`src/rtl/hls_fp32_add_chn_o_skid.sv`:
```
// Output-side skid stage for the fp32 adder core: 2-entry FIFO between the core's
// wait handshake (lz/vz) and a registered valid/ready stream, plus debug counters.
module hls_fp32_add_chn_o_skid #(
    parameter int unsigned CNT_W = 16
) (
    input  logic             nvdla_core_clk,
    input  logic             nvdla_core_rstn,
    input  logic [31:0]      chn_o_rsc_z,
    input  logic             chn_o_rsc_lz,
    output logic             chn_o_rsc_vz,
    output logic [31:0]      dout_pd,
    output logic             dout_pvld,
    input  logic             dout_prdy,
    input  logic             cnt_clr,
    output logic [CNT_W-1:0] xfer_cnt,
    output logic             nan_seen
);

    logic [31:0]      mem_q [2];
    logic [31:0]      mem_d [2];
    logic             wr_ptr_q, wr_ptr_d;
    logic             rd_ptr_q, rd_ptr_d;
    logic [1:0]       cnt_q, cnt_d;
    logic [CNT_W-1:0] xfer_cnt_q, xfer_cnt_d;
    logic             nan_seen_q, nan_seen_d;

    logic push;
    logic pop;
    logic in_is_nan;

    // Ready depends only on occupancy and reset, never on dout_prdy.
    assign chn_o_rsc_vz = nvdla_core_rstn & (cnt_q != 2'd2);
    assign push         = chn_o_rsc_lz & chn_o_rsc_vz;
    assign dout_pvld    = (cnt_q != 2'd0);
    assign dout_pd      = mem_q[rd_ptr_q];
    assign pop          = dout_pvld & dout_prdy;
    assign in_is_nan    = (chn_o_rsc_z[30:23] == 8'hFF) && (chn_o_rsc_z[22:0] != 23'd0);
    assign xfer_cnt     = xfer_cnt_q;
    assign nan_seen     = nan_seen_q;

    always_comb begin
        mem_d      = mem_q;
        wr_ptr_d   = wr_ptr_q;
        rd_ptr_d   = rd_ptr_q;
        xfer_cnt_d = xfer_cnt_q;
        nan_seen_d = nan_seen_q;

        if (push) begin
            mem_d[wr_ptr_q] = chn_o_rsc_z;
            wr_ptr_d        = ~wr_ptr_q;
        end
        if (pop) begin
            rd_ptr_d = ~rd_ptr_q;
        end
        cnt_d = cnt_q + {1'b0, push} - {1'b0, pop};

        // Clear beats a coincident pop; a coincident NaN push beats the clear.
        if (cnt_clr) begin
            xfer_cnt_d = '0;
        end else if (pop && (xfer_cnt_q != {CNT_W{1'b1}})) begin
            xfer_cnt_d = xfer_cnt_q + CNT_W'(1);
        end

        if (push && in_is_nan) begin
            nan_seen_d = 1'b1;
        end else if (cnt_clr) begin
            nan_seen_d = 1'b0;
        end
    end

    always_ff @(posedge nvdla_core_clk) begin
        if (!nvdla_core_rstn) begin
            mem_q[0]   <= '0;
            mem_q[1]   <= '0;
            wr_ptr_q   <= 1'b0;
            rd_ptr_q   <= 1'b0;
            cnt_q      <= 2'd0;
            xfer_cnt_q <= '0;
            nan_seen_q <= 1'b0;
        end else begin
            mem_q[0]   <= mem_d[0];
            mem_q[1]   <= mem_d[1];
            wr_ptr_q   <= wr_ptr_d;
            rd_ptr_q   <= rd_ptr_d;
            cnt_q      <= cnt_d;
            xfer_cnt_q <= xfer_cnt_d;
            nan_seen_q <= nan_seen_d;
        end
    end

endmodule

```
`config.mk`:
```
export PLATFORM = sky130hd
export DESIGN_NAME = hls_fp32_add_chn_o_skid
export DESIGN_NICKNAME = d
export VERILOG_FILES = /design/src/rtl/hls_fp32_add_chn_o_skid.sv
export SDC_FILE = /design/constraint.sdc
export NUM_CORES = 1
export LEC_CHECK = 0
export ABC_AREA = 1
export CAP_MARGIN = 10
export CORE_UTILIZATION = 50
export DETAILED_ROUTE_END_ITERATION = 8
export PLACE_DENSITY_LB_ADDON = 0.05
export SETUP_SLACK_MARGIN = 0.02
export SLEW_MARGIN = 20
export SYNTH_ARGS = -nofsm -noshare
export SYNTH_HDL_FRONTEND = slang
export SYNTH_SLANG_ARGS = --single-unit
```
`constraint.sdc`:
```
create_clock -name nvdla_core_clk -period 1.7 [get_ports nvdla_core_clk]
set_input_delay 0.34 -clock nvdla_core_clk [delete_from_list [all_inputs] [get_ports nvdla_core_clk]]
set_output_delay 0.34 -clock nvdla_core_clk [all_outputs]
set_load 0.02 [all_outputs]
```
==> reports/results.tsv <==
metric	value	unit
outcome	completed	
Core Area	7290	µm²
final worst-path cycle share	0.975	
Slew headroom	0.630	
DRC viols	0	
Buffers on Ports	87	
Synth Instances	535	
GPL Wtd Cong	0.834	
Worst Path Class, Setup	register to output pin	
Max Cap Viol	0	
# rows	31	
I/O pin cnt	88	
register cell area after layout	1710	µm²
sequential share of power	0.440	
CP Launch Type	register	
P_sw	1720	µW
Clk pwr share	0.270	
synthesized area	3780	µm²
CP Capture Type	output pin	
Layout Nets	666	
Routed Antenna Nets	0	
Pwr Total	5180	µW
#FFs+latches synth	85	
share of cells above drive strength 1	0.141	
sw frac	0.333	
Max FO, Critical Path	19	
CTS tree	done	
uppermost routed layer	met4	
final WL	8.92	mm
Syn Area/Cell	7.07	µm²
ys async rst share	0	
Syn. warnings	0	
first-pass GRT wire length	14.4	mm
Starting Density	0.519	
root buffer selected by CTS	clkbuf_8	
P_leak	0.00210	µW
Hold Fails Final Rpt	0	
Max rail drop VDD	582	µV
GRT Total Usage	0.236	
synthesis-to-layout area growth	28.7	%
GR Overflow Total	0	
Least-Margin Pin Slew	0.555	ns
largest net degree at the start of global routing	68	
most frequent cells in the layout	nor2_1, nand2_1, dfxtp_1	
drt first pass iters	4	
die area	7920	µm²
setup repair after global routing missed its margin	yes	
CTS Buffer Depth	2	
CP arrival	1.32	ns
Setup WS post-layout	0.0427	ns
Synth cell types	30	
initial antenna violation count	0	
drt initial violations	228	
synthesized net count	575	
Tmin final	1.66	ns
Filler cells	715	
vias post-DR	3610	
register area share after synthesis	0.450	
Num CTS Buffers	9	
Reg clk slew, reported paths	0.08	ns
DR WL/cell	12.2	µm
Die Span Y	89.0	µm
Die W	89.0	µm
ANT cells	0	
Clock Skew	0.00973	ns
CP Data Required Time	1.36	ns
metal3 WL	530	µm
Pint	3460	µW
Clk Latency, worst-skew pair	0.36	ns
hold crit path type	input port to register	
Synth Flop Type	dfxtp_1	
max-slew violation count	0	
Multi-input gate area	1750	µm²
most common cell after layout, fill and taps aside	nor2_1	
Final setup viols	0	
PD cells	1060	nW/µm²
WL met1	4.21	mm
dpl hpwl	6.09	mm
Combinational Power Share	0.290	
vias per cell	4.95	
Routed met2 length	4.07	mm
vias in the first global route	3234	
number of enable flip-flop cells after synthesis	0	
CTS Sinks	85	
H-tree Lvls	3	
Fmax	603	MHz
post-placement setup slack	-0.192	ns
power by group through the flow:
stage               Combinational (µW)  Sequential [µW]  Clock [µW]
finish                            1500             2280        1400
global route                      1650             2300        1500
CTS                               1450             2270        1430
detailed placement                1570             2310           0
global placement                  1540             2310           0
floorplan                          917             2290           0
cells by family after synthesis:
group | share of synthesized area
AND/OR/NAND/NOR | 0.232
adder cells (fa/ha/maj) | 0.00992
flip-flops | 0.450
buffers and inverters | 0.0923
AO/OA/AOI/OAI | 0.199
XOR/XNOR | 0.0162
registers in the layout, indices dropped and copies added, names as in the netlist:
| name | count |
|---|---|
| mem_q | 64 |
| rd_ptr_q | 1 |
| wr_ptr_q | 1 |
| xfer_cnt | 16 |
| nan_seen | 1 |
| cnt_q | 2 |
synthesized netlist by cell type (2+ instances only):
master      n  area share
xor2_1      5       0.012
nor2_4      2      0.0060
buf_2       6      0.0079
o21ai_1    24       0.032
xnor2_1     2      0.0046
nand4_1     5      0.0083
nor4_1      2      0.0033
a21oi_1    45       0.060
clkbuf_1   14       0.014
inv_2       2      0.0020
dfxtp_1    85        0.45
buf_6       7       0.021
ha_1        3      0.0099
o21ai_0    75       0.099
nor2_1    102        0.10
nand2_1    89       0.088
inv_1      46       0.046
nand3_1     8       0.011
nor2_2      2      0.0033
final timing paths:
| path | startpoint | end | slack (ns) | cells past startpoint |
|---|---|---|---|---|
| max reg2reg | cnt_q[0] | cnt_q[1] | 0.07 | 9 |
| min | nvdla_core_rstn | wr_ptr_q | 0.39 | 4 |
| max | rd_ptr_q | dout_pd[22] | 0.04 | 3 |
| min reg2reg | mem_q[61] | mem_q[61] | 0.45 | 2 |
repair_timing:
action                     in CTS  in global routing
setup endpoints to repair      50                 30
pin swaps                       0                  1
hold buffers                    0                  0
cloned                          0                  1
gates resized for setup       182                 24
buffers inserted                0                  0
stage by stage:
step	hold WS [ns]	util	instances	TNS [ns]	area, µm²
after floorplan	0.424	-	535	0	3780
after global placement	0.434	0.658	713	-0.613	4800
after detailed placement	0.439	0.658	713	-1.45	4800
after CTS	0.371	0.665	729	0	4850
after global routing	0.411	0.668	730	-0.0451	4870
final	0.388	0.668	730	0	4870
worst max-delay path, cell delays in order, from the launching register on:
cell	delay, ns
dfxtp_4	0.38
clkbuf_16	0.18
o21ai_0	0.20
buf_2	0.20
final cells by class:
class                           count  share of cell area
Sequential cell                    85               0.351
Timing Repair Buffer              108               0.187
Clock buffer                       10              0.0262
Inverter                           49              0.0378
Clock inverter                      6              0.0131
Multi-Input combinational cell    373               0.359
Tap cell                           99              0.0254
metal layers:
metal  track usage  vias up
met5             0        -
met4        0.0837        0
met3        0.0360        9
met2         0.395      105
met1         0.310     1598
li1              -     1898
No activity file was read; power rests on OpenSTA's default activity.
